==> src/rtl/rv32i_types.sv <==
// Shared RV32I datapath types: word and byte-enable aliases, the load/store
// funct3 encodings and the decoded control word carried down the pipeline.
package rv32i_types;

  typedef logic [31:0] rv32i_word;
  typedef logic [3:0]  rv32i_mem_wmask;

  typedef enum logic [2:0] {
    lb  = 3'b000,
    lh  = 3'b001,
    lw  = 3'b010,
    lbu = 3'b100,
    lhu = 3'b101
  } load_funct3_t;

  typedef enum logic [2:0] {
    sb = 3'b000,
    sh = 3'b001,
    sw = 3'b010
  } store_funct3_t;

  typedef struct packed {
    logic [3:0] alu_op;
    logic       d_read;
    logic       d_write;
    logic       load_regfile;
    logic [4:0] rd;
  } rv32i_control_word;

endpackage

==> src/rtl/mem_align.sv <==
// Byte-lane steering for the data port: store data/byte-enable placement and
// load-result selection with sign or zero extension. Purely combinational.
// Encodings outside the defined funct3 set fall back to full-word access.
module mem_align
  import rv32i_types::*;
(
  input  logic [2:0]     funct3,
  input  logic [1:0]     off,
  input  rv32i_word      st_data,
  input  rv32i_word      ld_word,
  output rv32i_mem_wmask wmask,
  output rv32i_word      wdata,
  output rv32i_word      ld_data
);

  function automatic rv32i_word sext8(input logic signed [7:0] v);
    return 32'(v);
  endfunction

  function automatic rv32i_word sext16(input logic signed [15:0] v);
    return 32'(v);
  endfunction

  logic [4:0]  byte_sh;
  logic [4:0]  half_sh;
  logic [7:0]  sel_byte;
  logic [15:0] sel_half;

  assign byte_sh  = {off, 3'b000};
  assign half_sh  = {off[1], 4'b0000};
  assign sel_byte = ld_word[byte_sh +: 8];
  assign sel_half = ld_word[half_sh +: 16];

  // Store side: move the source data up to the addressed lanes.
  always_comb begin
    wmask = 4'b1111;
    wdata = st_data;
    case (store_funct3_t'(funct3))
      sb: begin
        wmask = 4'b0001 << off;
        wdata = st_data << byte_sh;
      end
      sh: begin
        wmask = 4'b0011 << {off[1], 1'b0};
        wdata = st_data << half_sh;
      end
      default: ;
    endcase
  end

  // Load side: pick the addressed byte/halfword and extend to a full word.
  always_comb begin
    ld_data = ld_word;
    case (load_funct3_t'(funct3))
      lb:      ld_data = sext8(sel_byte);
      lbu:     ld_data = {24'b0, sel_byte};
      lh:      ld_data = sext16(sel_half);
      lhu:     ld_data = {16'b0, sel_half};
      default: ;
    endcase
  end

endmodule

==> src/rtl/mem_stage.sv <==
// RV32I memory stage. Non-memory ops retire one cycle after acceptance; loads
// and stores hold a request on the data port until d_resp, then retire the
// following cycle while a new instruction may be accepted in the same cycle.
// A one-entry hold slot absorbs the case where a direct retirement lands on
// the same edge as a memory response, so wb_valid never fires twice at once.
// Optional: define MEM_STAGE_MISALIGN_CHK_EN to retire misaligned half/word
// accesses immediately with wb_misalign set and no memory request.
module mem_stage
  import rv32i_types::*;
(
  input  logic              clk,
  input  logic              rst,
  input  logic              ex_valid,
  input  rv32i_control_word ex_ctrl,
  input  logic [2:0]        ex_funct3,
  input  rv32i_word         ex_alu_out,
  input  rv32i_word         ex_rs2,
  output logic              mem_stall,
  output rv32i_word         d_addr,
  output logic              d_read,
  output logic              d_write,
  output rv32i_mem_wmask    d_wmask,
  output rv32i_word         d_wdata,
  input  logic              d_resp,
  input  rv32i_word         d_rdata,
  output logic              wb_valid,
  output rv32i_control_word wb_ctrl,
  output rv32i_word         wb_alu_out,
  output rv32i_word         wb_mem_data,
  output logic              wb_misalign
);

  typedef enum logic {IDLE, ACCESS} state_t;

  typedef struct packed {
    rv32i_control_word ctrl;
    rv32i_word         alu_out;
    rv32i_word         mem_data;
    logic              misalign;
  } retire_t;

  state_t            state, next_state;
  rv32i_control_word ctrl_p1;
  logic [2:0]        funct3_p1;
  rv32i_word         alu_p1, rs2_p1;
  retire_t           hold_p1, wb_p2, direct_rec, resp_rec;
  logic              hold_vld_p1, vld_p2;
  rv32i_mem_wmask    lane_wmask;
  rv32i_word         lane_wdata, lane_ld;
  logic              is_mem, misalign_ex, accept, start_access;
  logic              direct_ret, resp_ret;

`ifdef MEM_STAGE_MISALIGN_CHK_EN
  function automatic logic misaligned(input logic is_store, input logic [2:0] funct3,
                                      input logic [1:0] off);
    logic bad;
    if (is_store) begin
      case (store_funct3_t'(funct3))
        sb:      bad = 1'b0;
        sh:      bad = off[0];
        default: bad = (off != 2'b00);
      endcase
    end else begin
      case (load_funct3_t'(funct3))
        lb, lbu: bad = 1'b0;
        lh, lhu: bad = off[0];
        default: bad = (off != 2'b00);
      endcase
    end
    return bad;
  endfunction

  assign misalign_ex = is_mem && misaligned(ex_ctrl.d_write, ex_funct3, ex_alu_out[1:0]);
`else
  assign misalign_ex = 1'b0;
`endif

  assign is_mem       = ex_ctrl.d_read || ex_ctrl.d_write;
  assign mem_stall    = (state == ACCESS) && !d_resp;
  assign accept       = ex_valid && !mem_stall;
  assign start_access = accept && is_mem && !misalign_ex;
  assign direct_ret   = accept && !start_access;
  assign resp_ret     = (state == ACCESS) && d_resp;

  mem_align u_align (
    .funct3  (funct3_p1),
    .off     (alu_p1[1:0]),
    .st_data (rs2_p1),
    .ld_word (d_rdata),
    .wmask   (lane_wmask),
    .wdata   (lane_wdata),
    .ld_data (lane_ld)
  );

  assign d_read  = (state == ACCESS) && ctrl_p1.d_read;
  assign d_write = (state == ACCESS) && ctrl_p1.d_write;
  assign d_addr  = {alu_p1[31:2], 2'b00};
  assign d_wmask = d_write ? lane_wmask : 4'b0000;
  assign d_wdata = lane_wdata;

  assign wb_valid    = vld_p2;
  assign wb_ctrl     = wb_p2.ctrl;
  assign wb_alu_out  = wb_p2.alu_out;
  assign wb_mem_data = wb_p2.mem_data;
  assign wb_misalign = wb_p2.misalign;

  // Retirement records for the direct path and for a completing access.
  always_comb begin
    direct_rec          = '0;
    direct_rec.ctrl     = ex_ctrl;
    direct_rec.alu_out  = ex_alu_out;
    direct_rec.misalign = misalign_ex;
    if (misalign_ex) direct_rec.ctrl.load_regfile = 1'b0;

    resp_rec          = '0;
    resp_rec.ctrl     = ctrl_p1;
    resp_rec.alu_out  = alu_p1;
    resp_rec.mem_data = ctrl_p1.d_read ? lane_ld : 32'b0;
    if (ctrl_p1.d_read && (ctrl_p1.rd == 5'd0)) resp_rec.ctrl.load_regfile = 1'b0;
  end

  // FSM next state: enter ACCESS on a real request, leave on d_resp unless chained.
  always_comb begin
    next_state = state;
    case (state)
      IDLE:    if (start_access) next_state = ACCESS;
      ACCESS:  if (d_resp) next_state = start_access ? ACCESS : IDLE;
      default: next_state = IDLE;
    endcase
  end

  // FSM state register.
  always_ff @(posedge clk) begin
    if (rst) state <= IDLE;
    else     state <= next_state;
  end

  // EX -> access stage: latch the request fields for the duration of ACCESS.
  always_ff @(posedge clk) begin
    if (rst) begin
      ctrl_p1   <= '0;
      funct3_p1 <= '0;
      alu_p1    <= '0;
      rs2_p1    <= '0;
    end else if (start_access) begin
      ctrl_p1   <= ex_ctrl;
      funct3_p1 <= ex_funct3;
      alu_p1    <= ex_alu_out;
      rs2_p1    <= ex_rs2;
    end
  end

  // Access -> writeback stage: one retirement per cycle, response first.
  always_ff @(posedge clk) begin
    if (rst) begin
      vld_p2      <= 1'b0;
      wb_p2       <= '0;
      hold_vld_p1 <= 1'b0;
    end else begin
      vld_p2 <= resp_ret || hold_vld_p1 || direct_ret;
      if (resp_ret)         wb_p2 <= resp_rec;
      else if (hold_vld_p1) wb_p2 <= hold_p1;
      else if (direct_ret)  wb_p2 <= direct_rec;
      if (resp_ret || hold_vld_p1) begin
        hold_vld_p1 <= direct_ret;
        hold_p1     <= direct_rec;
      end
    end
  end

endmodule

==> config.mk <==
export PLATFORM = sky130hd
export DESIGN_NAME = mem_stage
export DESIGN_NICKNAME = d
export VERILOG_FILES = /design/src/rtl/rv32i_types.sv /design/src/rtl/mem_align.sv /design/src/rtl/mem_stage.sv
export SDC_FILE = /design/constraint.sdc
export NUM_CORES = 1
export LEC_CHECK = 0
export ABC_AREA = 1
export CORE_MARGIN = 2
export CORE_UTILIZATION = 42
export CTS_BUF_LIST = sky130_fd_sc_hd__clkbuf_4 sky130_fd_sc_hd__clkbuf_8
export DETAILED_ROUTE_END_ITERATION = 6
export DONT_BUFFER_PORTS = 1
export SETUP_SLACK_MARGIN = 0.4
export SYNTH_ARGS = -nofsm -noshare
export SYNTH_HDL_FRONTEND = slang
export SYNTH_SLANG_ARGS = --single-unit
==> constraint.sdc <==
create_clock -name clk -period 7.2 [get_ports clk]
set_clock_uncertainty 0.1 [all_clocks]
set_input_delay 1.44 -clock clk [delete_from_list [all_inputs] [get_ports clk]]
set_output_delay 1.44 -clock clk [all_outputs]
set_load 0.01 [all_outputs]
==> results.py <==
metrics = {
    "finish": {
        "fin_util_pct": 45.6,
        "instances_no_fill": 1551,
        "syn_to_final_growth_pct": 5.89,
        "nets": 1356,
        "layout_common_cells": "nand2_1, dfxtp_1, o21ai_0, a21oi_1, nor2_1",
        "layout_commonest_cell": "nand2_1",
        "drive_gt1_share_pct": 7.95,
    },
    "synth": {
        "synthTopCellsByArea": "dfxtp_1, nand2_1, edfxtp_1, o21ai_0, a21oi_1",
        "ys_seq_area_share_pct": 47.4,
        "synth_cell_type_count": 31,
        "synth_seq_cells": 202,
        "synth-main-ff-cell": "dfxtp_1",
        "synth_top_area_share_pct": 33.4,
        "synth_area_per_cell_um2": 7.24,
        "synth_edf_count": 44,
        "yosysWarnings": 0,
        "synth_top_cell_by_area": "dfxtp_1",
        "synthCells": 1307,
        "syn-cell-area_um2": 9460,
        "synth_async_sr_flop_share_pct": 0,
    },
    "setup_path": {
        "worstSetupPathType": "flop to output pin",
        "crit_end": "d_wdata[8]",
        "crit_path_end_kind": "output pin",
        "r2r_slack_ns": 3.66,
        "regToRegEndpoint": "wb_alu_out[22]",
        "worstPathCellList": "inv_2 -> nand3_2 -> nand2_1 -> o21ai_0 -> o21ai_0",
        "setup.worst_path.start": "funct3_p1[1]",
        "crit_top_cell": "o21ai_0",
        "cp_max_fo": 34,
        "worstSetupStartpointType": "flop",
        "worst_path_max_delay_cell": "dfxtp_1",
        "worstPathArrival_ns": 3.39,
        "crit_path_max_incr_delay_ns": 0.84,
        "rr_worst_depth": 8,
        "required_ns": 5.66,
        "r2r_start": "state",
    },
    "hold_path": {
        "hold_path_class": "flop to flop",
    },
    "timing": {
        "final.min_clock_period_ns": 4.93,
        "slew_violations": 0,
        "rsz0062_at_grt": "no",
        "worst-slew-pin-transition_ns": 1.04,
        "relSlewSlack_pct": 30.2,
        "setup_viol": 0,
        "setup_ws_ns": 2.27,
        "fmax_mhz": 203,
        "timing.final.crit_share_pct": 68.5,
        "final_hold_viol_count": 0,
        "setup_tns_ns": 0,
    },
    "placement": {
        "dpl.hpwl_um": 17800,
        "place.gp.congestion": 0.855,
        "place_inst": 1482,
        "portBuffers": 0,
        "dp_slack_ns": 2.48,
    },
    "global_routing": {
        "grt_pass1_vias": 7558,
        "grt_max_degree": 90,
        "grt.total_usage_pct": 22.1,
        "antenna_found_initial": 2,
        "grt-ovfl-total": 0,
        "grt_pass1_wl_um": 42500,
    },
    "clock_tree": {
        "postCtsSetupRepairBufs": 0,
        "clk_pin_slew_ns": 0.06,
        "h-tree-depth": 2,
        "holdBufCountCts": 0,
        "clockBufferDepth": 3,
        "cts_root_buffer": "clkbuf_8",
        "cts_tree": "yes",
        "cts_resized": 0,
        "clock-sinks": 202,
        "numCtsBuffers": 37,
        "clk_latency_ns": 0.52,
    },
    "drt": {
        "via_count": 8025,
        "wirelength_um": 26900,
        "viasPerCell": 5.17,
        "drc": 0,
        "final_antenna_net_count": 0,
        "firstDrtPassIters": 5,
        "drtIter0Drc": 677,
        "wl_per_cell_um": 17.3,
    },
    "pwr": {
        "powerDensity_nw_per_um2": 271,
        "p_total_mw": 2.72,
        "ir_drop_mv": 0.153,
        "leakage_nw": 4.34,
    },
    "floorplan": {
        "num_rows": 54,
        "io_pins": 264,
        "core_area_um2": 22000,
        "dieWidth_um": 154,
        "die_h_um": 154,
        "start_util_pct": 43.1,
        "dieArea_um2": 23700,
    },
    "run": {
        "max_cap_viol_count": 0,
    },
    "run_status": {
        "status": "finished, final reports clean",
    },
}
synthesized netlist by cell type (8+ instances only):
| cell type | count |
|---|---|
| a211oi_1 | 9 |
| a21oi_1 | 148 |
| buf_2 | 31 |
| buf_4 | 40 |
| clkbuf_1 | 35 |
| dfxtp_1 | 158 |
| edfxtp_1 | 44 |
| inv_1 | 107 |
| nand2_1 | 379 |
| nand3_1 | 35 |
| nor2_1 | 117 |
| o21ai_0 | 154 |
| o21ai_1 | 8 |
power breakdown:
part / total (mW) / switching, mW / internal, mW
Sequential: 1.28 / 0.0602 / 1.22
Clock: 1.14 / 0.477 / 0.660
Combinational: 0.305 / 0.221 / 0.0838
Total: 2.72 / 0.758 / 1.96
sequential cells by signal (all words and copies together) (netlist names), 3 cells and up:
name	cells
wb_alu_out	32
alu_p1	32
hold_p1	44
funct3_p1	3
rs2_p1	32
wb_ctrl	12
ctrl_p1	12
wb_mem_data	32
per-layer routing:
layer / track usage (%) / vias up / routed length [um] / share of wire (%)
li1: - / 4043 / - / -
met1: 27.5 / 3635 / 11300 / 42
met2: 36.3 / 289 / 12400 / 46
met3: 7.38 / 56 / 2410 / 9.0
met4: 7.39 / 2 / 672 / 2.5
met5: 0 / - / 10 / 0.037
area by class of cell:
class	count	area (um^2)
multi-input cells	880	3910
flip-flops and latches	202	4490
diodes	1	2.50
clock inverters	7	38.8
clock buffers	61	752
repair buffers	7	52.6
fillers	2287	11900
well taps	280	350
inverters	113	427
worst min path at each step:
| stage | slack [ns] | start | to | depth (start not counted) |
|---|---|---|---|---|
| 6_report | 0.35 | rs2_p1[30] | rs2_p1[30] | 2 |
| 5_1_grt | 0.37 | ctrl_p1[5] | ctrl_p1[5] | 2 |
| 4_1_cts | 0.35 | rs2_p1[30] | rs2_p1[30] | 2 |
| 3_5_place_dp | 0.34 | rs2_p1[30] | rs2_p1[30] | 2 |
| 3_3_place_gp | 0.34 | rs2_p1[30] | rs2_p1[30] | 2 |
| 2_1_floorplan | 0.32 | rs2_p1[30] | rs2_p1[30] | 2 |
kinds of logic (layout without fill, tap and decap cells):
logic type / count (synthesis) / count (layout) / share of synthesized area (%)
other: 1 / 4 / 0.0396
AO/OA/AOI/OAI: 320 / 320 / 17.2
AND/OR/NAND/NOR: 557 / 557 / 23.8
flip-flops: 202 / 202 / 47.4
buffers and inverters: 227 / 188 / 11.5
worst max-delay path: cells and delay by family, from the launching register on:
kind / cells / cell delay (ns)
buffers and inverters: 1 / 0.46
DFF: 1 / 0.84
AOI/OAI and AO/OA: 2 / 0.79
and+or+nand+nor: 2 / 0.77
metrics by stage:
| step | instance area [um^2] | hold WS, ns |
|---|---|---|
| 2_1_floorplan | 9470 | 0.324 |
| 3_3_place_gp | 9220 | 0.335 |
| 3_5_place_dp | 9220 | 0.337 |
| 4_1_cts | 10000 | 0.346 |
| 5_1_grt | 10000 | 0.367 |
| 6_report | 10000 | 0.348 |
Note: power is estimated with default switching activity, not from simulation.
